--- src/rtl/arith_pkg.sv ---
// Shared arithmetic definitions for the adder/subtractor datapath.
// The result record is common to both directions of the arithmetic path.
package arith_pkg;

  localparam int ADD_W  = 16;
  localparam int HALF_W = 8;

  typedef struct packed {
    logic [ADD_W-1:0] diff;
    logic             bout;
    logic             overflow;
  } result_t;

  // Two's-complement overflow of x - y: operand signs differ and the result sign left x's sign.
  function automatic logic signed_ovf_sub(input logic x_msb, input logic y_msb, input logic r_msb);
    return (x_msb != y_msb) && (r_msb != x_msb);
  endfunction

endpackage

--- src/rtl/subtractor_16bit_pipe_if.sv ---
// Streaming operand/result bundle for the pipelined subtractor, plus the overflow status pair.
// master = operand issuer / result consumer, slave = the subtractor.
interface subtractor_16bit_pipe_if #(
  parameter int WIDTH = 16,
  parameter int CNT_W = 16
);
  logic             in_valid;
  logic             in_ready;
  logic [WIDTH-1:0] a;
  logic [WIDTH-1:0] b;
  logic             bin;
  logic             out_valid;
  logic             out_ready;
  logic [WIDTH-1:0] diff;
  logic             bout;
  logic             overflow;
  logic [CNT_W-1:0] ovf_count;
  logic             clr_count;

  modport master (
    output in_valid, a, b, bin, out_ready, clr_count,
    input  in_ready, out_valid, diff, bout, overflow, ovf_count
  );

  modport slave (
    input  in_valid, a, b, bin, out_ready, clr_count,
    output in_ready, out_valid, diff, bout, overflow, ovf_count
  );
endinterface

--- src/rtl/subtractor_16bit_pipe_sub_slice8.sv ---
// Combinational 8-bit ripple subtractor: d = x - y - bi, bo = unsigned borrow out.
module sub_slice8
  import arith_pkg::*;
(
  input  logic [HALF_W-1:0] x_i,
  input  logic [HALF_W-1:0] y_i,
  input  logic              bi_i,
  output logic [HALF_W-1:0] d_o,
  output logic              bo_o
);

  logic [HALF_W:0] borrow;

  assign borrow[0] = bi_i;

  generate
    for (genvar gi = 0; gi < HALF_W; gi++) begin : g_bit
      assign d_o[gi]        = x_i[gi] ^ y_i[gi] ^ borrow[gi];
      // Borrow when y exceeds x, or when they are equal and a borrow is already pending.
      assign borrow[gi + 1] = (~x_i[gi] & y_i[gi]) | (~(x_i[gi] ^ y_i[gi]) & borrow[gi]);
    end
  endgenerate

  assign bo_o = borrow[HALF_W];

endmodule

--- src/rtl/subtractor_16bit_pipe.sv ---
// Two-stage pipelined 16-bit subtractor: low byte in S1, high byte and flags in S2,
// valid/ready on both sides and a saturating count of delivered signed overflows.
module subtractor_16bit_pipe
  import arith_pkg::*;
#(
  parameter int WIDTH = ADD_W,
  parameter int CNT_W = 16
) (
  input  logic                    clk,
  input  logic                    rst_n,
  subtractor_16bit_pipe_if.slave  bus
);

  logic              s1_valid_q, s1_valid_d;
  logic [HALF_W-1:0] s1_a_hi_q, s1_b_hi_q, s1_lo_q;
  logic              s1_b8_q, s1_a_sign_q, s1_b_sign_q;

  logic              s2_valid_q, s2_valid_d;
  result_t           s2_res_q, s2_res_d;

  logic [CNT_W-1:0]  cnt_q, cnt_d;

  logic [HALF_W-1:0] lo_diff, hi_diff;
  logic              lo_borrow, hi_borrow;
  logic              s1_load, s2_load, out_xfer;

  sub_slice8 u_lo (
    .x_i  (bus.a[HALF_W-1:0]),
    .y_i  (bus.b[HALF_W-1:0]),
    .bi_i (bus.bin),
    .d_o  (lo_diff),
    .bo_o (lo_borrow)
  );

  sub_slice8 u_hi (
    .x_i  (s1_a_hi_q),
    .y_i  (s1_b_hi_q),
    .bi_i (s1_b8_q),
    .d_o  (hi_diff),
    .bo_o (hi_borrow)
  );

  // S1 may accept whenever it is empty or its beat can move into S2 this cycle.
  assign bus.in_ready = !s1_valid_q || !s2_valid_q || bus.out_ready;
  assign s1_load      = bus.in_valid && bus.in_ready;
  assign s2_load      = s1_valid_q && (!s2_valid_q || bus.out_ready);
  assign out_xfer     = s2_valid_q && bus.out_ready;

  always_comb begin
    s1_valid_d = s1_valid_q;
    if (s1_load) begin
      s1_valid_d = 1'b1;
    end else if (s2_load) begin
      s1_valid_d = 1'b0;
    end

    s2_valid_d = s2_valid_q;
    if (s2_load) begin
      s2_valid_d = 1'b1;
    end else if (out_xfer) begin
      s2_valid_d = 1'b0;
    end

    s2_res_d          = s2_res_q;
    s2_res_d.diff     = {hi_diff, s1_lo_q};
    s2_res_d.bout     = hi_borrow;
    s2_res_d.overflow = signed_ovf_sub(s1_a_sign_q, s1_b_sign_q, hi_diff[HALF_W-1]);

    cnt_d = cnt_q;
    if (bus.clr_count) begin
      cnt_d = '0;
    end else if (out_xfer && s2_res_q.overflow && (cnt_q != {CNT_W{1'b1}})) begin
      cnt_d = cnt_q + 1'b1;
    end
  end

  always_ff @(posedge clk or negedge rst_n) begin
    if (!rst_n) begin
      s1_valid_q  <= 1'b0;
      s1_a_hi_q   <= '0;
      s1_b_hi_q   <= '0;
      s1_lo_q     <= '0;
      s1_b8_q     <= 1'b0;
      s1_a_sign_q <= 1'b0;
      s1_b_sign_q <= 1'b0;
      s2_valid_q  <= 1'b0;
      s2_res_q    <= '0;
      cnt_q       <= '0;
    end else begin
      s1_valid_q <= s1_valid_d;
      s2_valid_q <= s2_valid_d;
      cnt_q      <= cnt_d;
      if (s1_load) begin
        s1_a_hi_q   <= bus.a[WIDTH-1:HALF_W];
        s1_b_hi_q   <= bus.b[WIDTH-1:HALF_W];
        s1_lo_q     <= lo_diff;
        s1_b8_q     <= lo_borrow;
        s1_a_sign_q <= bus.a[WIDTH-1];
        s1_b_sign_q <= bus.b[WIDTH-1];
      end
      // S2 only changes on a load, so a stalled result holds steady.
      if (s2_load) begin
        s2_res_q <= s2_res_d;
      end
    end
  end

  assign bus.out_valid = s2_valid_q;
  assign bus.diff      = s2_res_q.diff;
  assign bus.bout      = s2_res_q.bout;
  assign bus.overflow  = s2_res_q.overflow;
  assign bus.ovf_count = cnt_q;

endmodule

--- src/flat_wrapper.sv ---
// flat-port wrapper written by rule: the top's interface ports become plain ports
module subtractor_16bit_pipe_flat import arith_pkg::*;
#(
  parameter int WIDTH = ADD_W,
  parameter int CNT_W = 16
)
  (clk, rst_n, bus_in_valid, bus_a, bus_b, bus_bin, bus_out_ready, bus_clr_count, bus_in_ready, bus_out_valid, bus_diff, bus_bout, bus_overflow, bus_ovf_count);
  subtractor_16bit_pipe_if #(.WIDTH(WIDTH), .CNT_W(CNT_W)) bus_i ();
  input  logic clk;
  input  logic rst_n;
  input wire logic [$bits(bus_i.in_valid)-1:0] bus_in_valid;
  input wire logic [$bits(bus_i.a)-1:0] bus_a;
  input wire logic [$bits(bus_i.b)-1:0] bus_b;
  input wire logic [$bits(bus_i.bin)-1:0] bus_bin;
  input wire logic [$bits(bus_i.out_ready)-1:0] bus_out_ready;
  input wire logic [$bits(bus_i.clr_count)-1:0] bus_clr_count;
  output wire logic [$bits(bus_i.in_ready)-1:0] bus_in_ready;
  output wire logic [$bits(bus_i.out_valid)-1:0] bus_out_valid;
  output wire logic [$bits(bus_i.diff)-1:0] bus_diff;
  output wire logic [$bits(bus_i.bout)-1:0] bus_bout;
  output wire logic [$bits(bus_i.overflow)-1:0] bus_overflow;
  output wire logic [$bits(bus_i.ovf_count)-1:0] bus_ovf_count;
  assign bus_i.in_valid = bus_in_valid;
  assign bus_i.a = bus_a;
  assign bus_i.b = bus_b;
  assign bus_i.bin = bus_bin;
  assign bus_i.out_ready = bus_out_ready;
  assign bus_i.clr_count = bus_clr_count;
  assign bus_in_ready = bus_i.in_ready;
  assign bus_out_valid = bus_i.out_valid;
  assign bus_diff = bus_i.diff;
  assign bus_bout = bus_i.bout;
  assign bus_overflow = bus_i.overflow;
  assign bus_ovf_count = bus_i.ovf_count;
  subtractor_16bit_pipe #(.WIDTH(WIDTH), .CNT_W(CNT_W)) u_core (.clk(clk), .rst_n(rst_n), .bus(bus_i));
endmodule
--- config.mk ---
export PLATFORM = sky130hd
export DESIGN_NAME = subtractor_16bit_pipe_flat
export DESIGN_NICKNAME = d
export VERILOG_FILES = /design/src/rtl/arith_pkg.sv /design/src/rtl/subtractor_16bit_pipe_if.sv /design/src/rtl/subtractor_16bit_pipe_sub_slice8.sv /design/src/rtl/subtractor_16bit_pipe.sv /design/src/flat_wrapper.sv
export SDC_FILE = /design/constraint.sdc
export NUM_CORES = 1
export LEC_CHECK = 0
export CAP_MARGIN = 40
export CORE_UTILIZATION = 49
export DETAILED_ROUTE_END_ITERATION = 16
export PLACE_DENSITY = 0.86
export RECOVER_POWER = 25
export SYNTH_ARGS = -nofsm -noshare
export SYNTH_HDL_FRONTEND = slang
export SYNTH_SLANG_ARGS = --single-unit
--- constraint.sdc ---
create_clock -name clk -period 4.3 [get_ports clk]
set_input_delay 0.86 -clock clk [delete_from_list [all_inputs] [get_ports clk]]
set_output_delay 0.86 -clock clk [all_outputs]
set_load 0.01 [all_outputs]
---- After elaboration in Yosys (flattened, before gate mapping) ----
Cells that the tools add are included.
storage, ports and cells
  output and inout bits ................... 36
  input bits .............................. 38
  bits in registers ....................... 63
operators by class
  add/subtract/negate cells ............... 1
  reductions and logical operators ........ 14
  eq/ne operators ......................... 3
  bitwise logic cells ..................... 112
  multiplexer cells ....................... 6
operators by type and width
  cell                                            number
  AND 1 bit                                       32
  2-to-1 mux 16 bit                               2
  NOT 1 bit                                       32
  XOR 1 bit                                       32
  adder 16 x 1 -> 16 bit (second input constant)  1
  != test 16 bit (second input constant)          1
  OR 1 bit                                        16
  logical AND 1 bit                               6
  nonzero test 2 bit                              3
  2-to-1 mux 1 bit                                4
  logical OR 1 bit                                3
  zero test 1 bit                                 2
  != test 1 bit                                   2

---- Logic depth before layout (Yosys ltp) ----
  word-level depth ........................ 19
  gate-level depth with buffers ........... 13
  gate-level depth less buffers ........... 13

---- Hierarchy ----
From an unflattened synthesis, not the netlist that was laid out.
unflattened totals
  cell total of the unflattened synthesis .. 248
  area total of the unflattened synthesis .. 3031.7 µm²
by module, submodules not included
  module                 times used  cells each  area an instance (µm²)
  subtractor_16bit_pipe  1           196         2576.2
  sub_slice8             2           26          227.7

---- Least setup slack after synthesis ----
No wires, ideal clock.
  path type ............................... in2reg
  start ................................... input bus_bin
  end ..................................... register u_core.s1_lo_q[7]
  arrival ................................. 4.072 ns
  library setup time ...................... 0.125 ns
  stages on the path ...................... 12
  slack ................................... 0.104 ns
  required time ........................... 4.175 ns
  path through ............................ inv_1 -> fa_1 -> inv_1 -> fa_1 -> fa_1 -> fa_1 -> fa_1 -> fa_1 -> fa_1 -> inv_1 -> fa_1 -> mux2_2
between the ends
  word-level cells in the longest chain between the ends .. 15
ends and longest elaborated chain
  element                      RTL line                                text
  start: declaration           flat_wrapper.sv:14                      input wire logic [$bits(bus_i.bin)-1:0] bus_bin;
  AND 1 bit                    subtractor_16bit_pipe_sub_slice8.sv:20  assign borrow[gi + 1] = (~x_i[gi] & y_i[gi]) | (~(x_i[gi] ^ y_i[gi]) & borrow[gi]);
  OR 1 bit                     subtractor_16bit_pipe_sub_slice8.sv:20
  AND 1 bit                    subtractor_16bit_pipe_sub_slice8.sv:20
  OR 1 bit                     subtractor_16bit_pipe_sub_slice8.sv:20
  AND 1 bit                    subtractor_16bit_pipe_sub_slice8.sv:20
  OR 1 bit                     subtractor_16bit_pipe_sub_slice8.sv:20
  AND 1 bit                    subtractor_16bit_pipe_sub_slice8.sv:20
  OR 1 bit                     subtractor_16bit_pipe_sub_slice8.sv:20
  AND 1 bit                    subtractor_16bit_pipe_sub_slice8.sv:20
  OR 1 bit                     subtractor_16bit_pipe_sub_slice8.sv:20
  AND 1 bit                    subtractor_16bit_pipe_sub_slice8.sv:20
  OR 1 bit                     subtractor_16bit_pipe_sub_slice8.sv:20
  AND 1 bit                    subtractor_16bit_pipe_sub_slice8.sv:20
  OR 1 bit                     subtractor_16bit_pipe_sub_slice8.sv:20
  XOR 1 bit                    subtractor_16bit_pipe_sub_slice8.sv:18  assign d_o[gi] = x_i[gi] ^ y_i[gi] ^ borrow[gi];
  named net u_core.lo_diff[7]  subtractor_16bit_pipe.sv:23             logic [HALF_W-1:0] lo_diff, hi_diff;
  end signal: assignment       subtractor_16bit_pipe.sv:96             s1_lo_q <= lo_diff;
  end: declaration             subtractor_16bit_pipe.sv:15             logic [HALF_W-1:0] s1_a_hi_q, s1_b_hi_q, s1_lo_q;
The timed path passes the listed nets, and every way through them passes these cells.
A chain may end at the register's enable or synchronous reset.

---- Worst setup path in the final report ----
  start ................................... input bus_b[1]
  end ..................................... register u_core.s1_lo_q[7]
between the ends
  word-level cells in the longest chain between the ends .. 15
  elaborated cells on any way between the ends .. 16
  those cells by class .................... bitwise (16)
ends and longest elaborated chain
  element                      RTL line                                text
  start: declaration           flat_wrapper.sv:13                      input wire logic [$bits(bus_i.b)-1:0] bus_b;
  XOR 1 bit                    subtractor_16bit_pipe_sub_slice8.sv:20
  NOT 1 bit                    subtractor_16bit_pipe_sub_slice8.sv:20
  AND 1 bit                    subtractor_16bit_pipe_sub_slice8.sv:20
  OR 1 bit *                   subtractor_16bit_pipe_sub_slice8.sv:20
  AND 1 bit *                  subtractor_16bit_pipe_sub_slice8.sv:20
  OR 1 bit *                   subtractor_16bit_pipe_sub_slice8.sv:20
  AND 1 bit *                  subtractor_16bit_pipe_sub_slice8.sv:20
  OR 1 bit *                   subtractor_16bit_pipe_sub_slice8.sv:20
  AND 1 bit *                  subtractor_16bit_pipe_sub_slice8.sv:20
  OR 1 bit *                   subtractor_16bit_pipe_sub_slice8.sv:20
  AND 1 bit *                  subtractor_16bit_pipe_sub_slice8.sv:20
  OR 1 bit *                   subtractor_16bit_pipe_sub_slice8.sv:20
  AND 1 bit *                  subtractor_16bit_pipe_sub_slice8.sv:20
  OR 1 bit *                   subtractor_16bit_pipe_sub_slice8.sv:20
  XOR 1 bit *                  subtractor_16bit_pipe_sub_slice8.sv:18
  named net u_core.lo_diff[7]  subtractor_16bit_pipe.sv:23
The timed path passes the listed nets; every way through them passes the cells marked *.

==> results.md <==
Place:
- The congestion estimate from routability-driven global placement came to 0.7924.
- Buffers placed on the I/O ports in this run total 73.
- The HPWL after detailed placement is 4508 µm.

Die:
- The floorplan step defined a die boundary enclosing 6503 µm².
- The count of boundary I/O pins is 74.
- Row generation in the floorplan step produced 28 rows.
- The effective utilization at floorplan is 50.88%.
- The die is 80.64 µm tall.
- The placeable core region is 5956 µm².
- The die is 80.64 µm wide.

Logic synthesis:
- In the synthesized netlist the dominant register cell turns out to be sky130_fd_sc_hd__dfrtp_1.
- The count of mapped cells out of synthesis is 254.
- The number of different library cells used by synthesis comes to 35.
- The total of flip-flops plus latches after synthesis is 61.
- For this run, the number of Yosys warnings is 0.
- After synthesis, the mean cell area works out to 11.93 µm².
- The number of enable-type register cells in the synthesized netlist is 0.
- Summing the sequential cell areas from Yosys gives 50.37% of the chip area.
- The area of the mapped netlist is 3030 µm².
- Synthesis produced a netlist with a net count of 310.
- Of all flip-flops after synthesis, the portion carrying an async set or reset was 100.0%.

STA:
- Subtracting the final worst setup slack from the clock period gives 4.110 ns.
- The fmax is 243.3 MHz.
- The total setup violations reported at the end of the flow is 0.
- The hold violation count in the final report is 0.
- The post-route fraction of the period consumed by the critical path is 95.58%.
- Clock skew on the completed layout was measured at 0.007166 ns.
- The worst max-slew margin expressed relative to the limit is -13.65%.
- The final hold slack is 0.4810 ns.
- Setup repair after global routing left no endpoint under its margin.
- At the pin with the least slew margin, the transition time is 1.705 ns.
- The count of final max-slew check failures is 64.

CTS:
- Post-CTS timing repair inserted 0 buffers for setup.
- Counting along the longest clock path gives a buffer depth of 2.
- The H-tree level count is 3.
- The cell sitting at the root of the clock tree is a sky130_fd_sc_hd__clkbuf_8.
- Clock tree synthesis found a total of 61 sinks.
- Clock-pin slew was measured on the worst setup and hold paths at 0.07 ns.
- Counting the buffers created by CTS gives 9.
- The clock tree from TritonCTS is yes.
- For the worst-skew pair, the clock arrives at the later sink with an insertion delay of 0.34 ns.

Worst setup path:
- The peak fanout along the critical path is 1.
- The nature of the critical path startpoint is an input pin.
- The worst setup path is captured at a register.
- The arrival time of data at the critical path endpoint is 4.33 ns.
- The critical path in this run is classified as input pin to register.
- The worst register-to-register path has a setup slack of 0.25 ns.
- The critical path required time is 4.52 ns.

GRT:
- The via count of the first global-routing pass is 2,235.
- In the global route stage, overall resource usage came out at 22.38%.
- Entering global routing, the biggest net connects 33 pins.
- The initial antenna violation count is 0.
- The global-route wire length before repair is 10,680 µm.
- Summed over all layers, the global routing overflow is 0.

Pwr:
- Summed over all cells, the static leakage comes to 0.001769 µW.
- The power density over the cells is 443.6 nW/µm².
- The total power consumption of the routed design is 1828 µW.
- VDD sags by at most 0.0002998 V.

Job:
- Max-cap violations in this run came to 2.

Detailed routing:
- After detailed routing, the number of remaining DRC violations is 0.
- The number of iterations in the first detailed-routing pass is 4.
- The total detailed-routing wirelength is 6324 µm.
- The via total after detailed routing is 2,247.
- The routed via count divided by cell count is 5.428.
- The number of DRC violations after detailed-routing iteration 0 is 97.
- The detail route stage leaves a number of antenna-violating nets equal to 0.
- In the final routed layout, each cell accounts on average for 15.28 µm.

Layout:
- The post-route netlist has 20.35% of its cells at a drive strength greater than 1.
- The top cell types in the final layout, fill and taps aside, are 68 x sky130_fd_sc_hd__clkdlybuf4s50_1, 61 x sky130_fd_sc_hd__dfrtp_1, 27 x sky130_fd_sc_hd__mux2_2.
- The library cell used most frequently in the layout, excluding fill and tap cells, is sky130_fd_sc_hd__clkdlybuf4s50_1.
- The repair_antennas step left the layout with diodes totalling 0.
- From synthesis to final layout, the design area changed by 35.96%.
- The final-stage net count is 390.
- The filler cell count in the final layout is 470.

Outcome:
- The flow ran to the end, but the final reports show violations.
- The final reports fail on capacitance limit, slew limit.

Min path:
- The path type of the worst min-delay path is register to register.
-- layout make-up --
type	instances	area (µm²)	area share [%]
Inverter	24	90.09	2.186
Clock inverter	7	113.9	2.763
Clock buffer	9	123.9	3.006
Tap cell	75	93.84	2.278
Sequential cell	61	1526	37.05
Multi-Input combinational cell	161	1399	33.95
Timing Repair Buffer	77	773.2	18.77
-- metrics by stage --
stage / instances / TNS (ns) / setup slack, ns / util [%] / instance area, µm²
after floorplan: 254 / 0 / 0.1036 / - / 3030
after global placement: 396 / -0.3604 / -0.3604 / 64.29 / 3829
after detailed placement: 398 / -0.4086 / -0.3978 / 64.79 / 3859
after CTS: 414 / 0 / 0.006168 / 68.87 / 4101
after global routing: 414 / 0 / 0.009590 / 69.18 / 4120
final: 414 / 0 / 0.1902 / 69.18 / 4120
-- where the power goes --
group,switching [µW],internal (µW),total [µW]
clock network,228,383,611
logic,190,269,459
registers,71.3,687,758
total,489,1340,1830
-- synthesized netlist by cell type (3+ instances only) --
cell type | n | area (µm²)
sky130_fd_sc_hd__a21oi_1 | 10 | 50.05
sky130_fd_sc_hd__a21oi_2 | 3 | 26.28
sky130_fd_sc_hd__and3_1 | 4 | 25.02
sky130_fd_sc_hd__clkbuf_1 | 4 | 15.01
sky130_fd_sc_hd__dfrtp_1 | 61 | 1526
sky130_fd_sc_hd__fa_1 | 16 | 320.3
sky130_fd_sc_hd__inv_1 | 24 | 90.09
sky130_fd_sc_hd__mux2_2 | 28 | 315.3
sky130_fd_sc_hd__nand2_1 | 20 | 75.07
sky130_fd_sc_hd__nand2b_1 | 3 | 18.77
sky130_fd_sc_hd__nand3_1 | 11 | 55.05
sky130_fd_sc_hd__o21ai_0 | 15 | 75.07
sky130_fd_sc_hd__o31ai_1 | 11 | 82.58
sky130_fd_sc_hd__or3_1 | 3 | 18.77
sky130_fd_sc_hd__or4_1 | 11 | 82.58
-- metal layers --
metal | share of wire [%] | global-route usage [%]
met1 | 41 | 28.44
met2 | 50 | 34.66
met3 | 8.0 | 7.841
met4 | 1.3 | 9.286
met5 | 0 | 0
-- state kept, by name (all words and copies together), names as in the netlist --
signal / count
u_core.bus.out_valid: 1
u_core.bus.diff: 16
u_core.s1_a_hi_q: 7
u_core.bus.bout: 1
u_core.bus.overflow: 1
u_core.s1_a_sign_q: 1
u_core.s1_lo_q: 8
u_core.s1_b_hi_q: 7
u_core.bus.ovf_count: 16
u_core.s1_b8_q: 1
u_core.s1_b_sign_q: 1
u_core.s1_valid_q: 1
-- path summary, 6_finish.rpt --
path | from | end | depth (start not counted)
setup / recovery | bus_b[1] | u_core.s1_lo_q[7]$_DFFE_PN0P_ | 10
hold / removal | u_core.bus.diff[13]$_DFFE_PN0P_ | u_core.bus.diff[13]$_DFFE_PN0P_ | 2
setup reg to reg | u_core.s1_b8_q$_DFFE_PN0P_ | u_core.bus.overflow$_DFFE_PN0P_ | 13
hold reg to reg | u_core.bus.diff[13]$_DFFE_PN0P_ | u_core.bus.diff[13]$_DFFE_PN0P_ | 2
max in group asynchronous | rst_n | u_core.bus.overflow$_DFFE_PN0P_ | 2
min in group asynchronous | rst_n | u_core.bus.diff[0]$_DFFE_PN0P_ | 1
-- critical path, cell delays in order --
cell	delay, ns
sky130_fd_sc_hd__clkdlybuf4s50_1	0.44
sky130_fd_sc_hd__fa_2	0.43
sky130_fd_sc_hd__fa_2	0.39
sky130_fd_sc_hd__fa_2	0.38
sky130_fd_sc_hd__fa_2	0.37
sky130_fd_sc_hd__fa_2	0.37
sky130_fd_sc_hd__fa_2	0.36
sky130_fd_sc_hd__inv_2	0.06
sky130_fd_sc_hd__fa_1	0.41
sky130_fd_sc_hd__mux2_4	0.27
-- kinds of logic (layout without fill, tap and decap cells) --
family | count (synthesis) | after routing | share of synthesized area (%)
AO/OA/AOI/OAI | 43 | 43 | 8.671
XOR/XNOR | 1 | 1 | 0.2891
adder cells (fa/ha/maj) | 18 | 18 | 11.40
buffers and inverters | 32 | 117 | 4.170
flip-flops | 61 | 61 | 50.37
multiplexers | 30 | 30 | 11.15
AND/OR/NAND/NOR | 69 | 69 | 13.96
-- what timing repair did --
item	in CTS	in global routing
pin swaps	0	8
hold buffers	0	0
resized for setup	2	13
endpoints found under the setup margin	1	1
No activity file was read; power rests on OpenSTA's default activity.
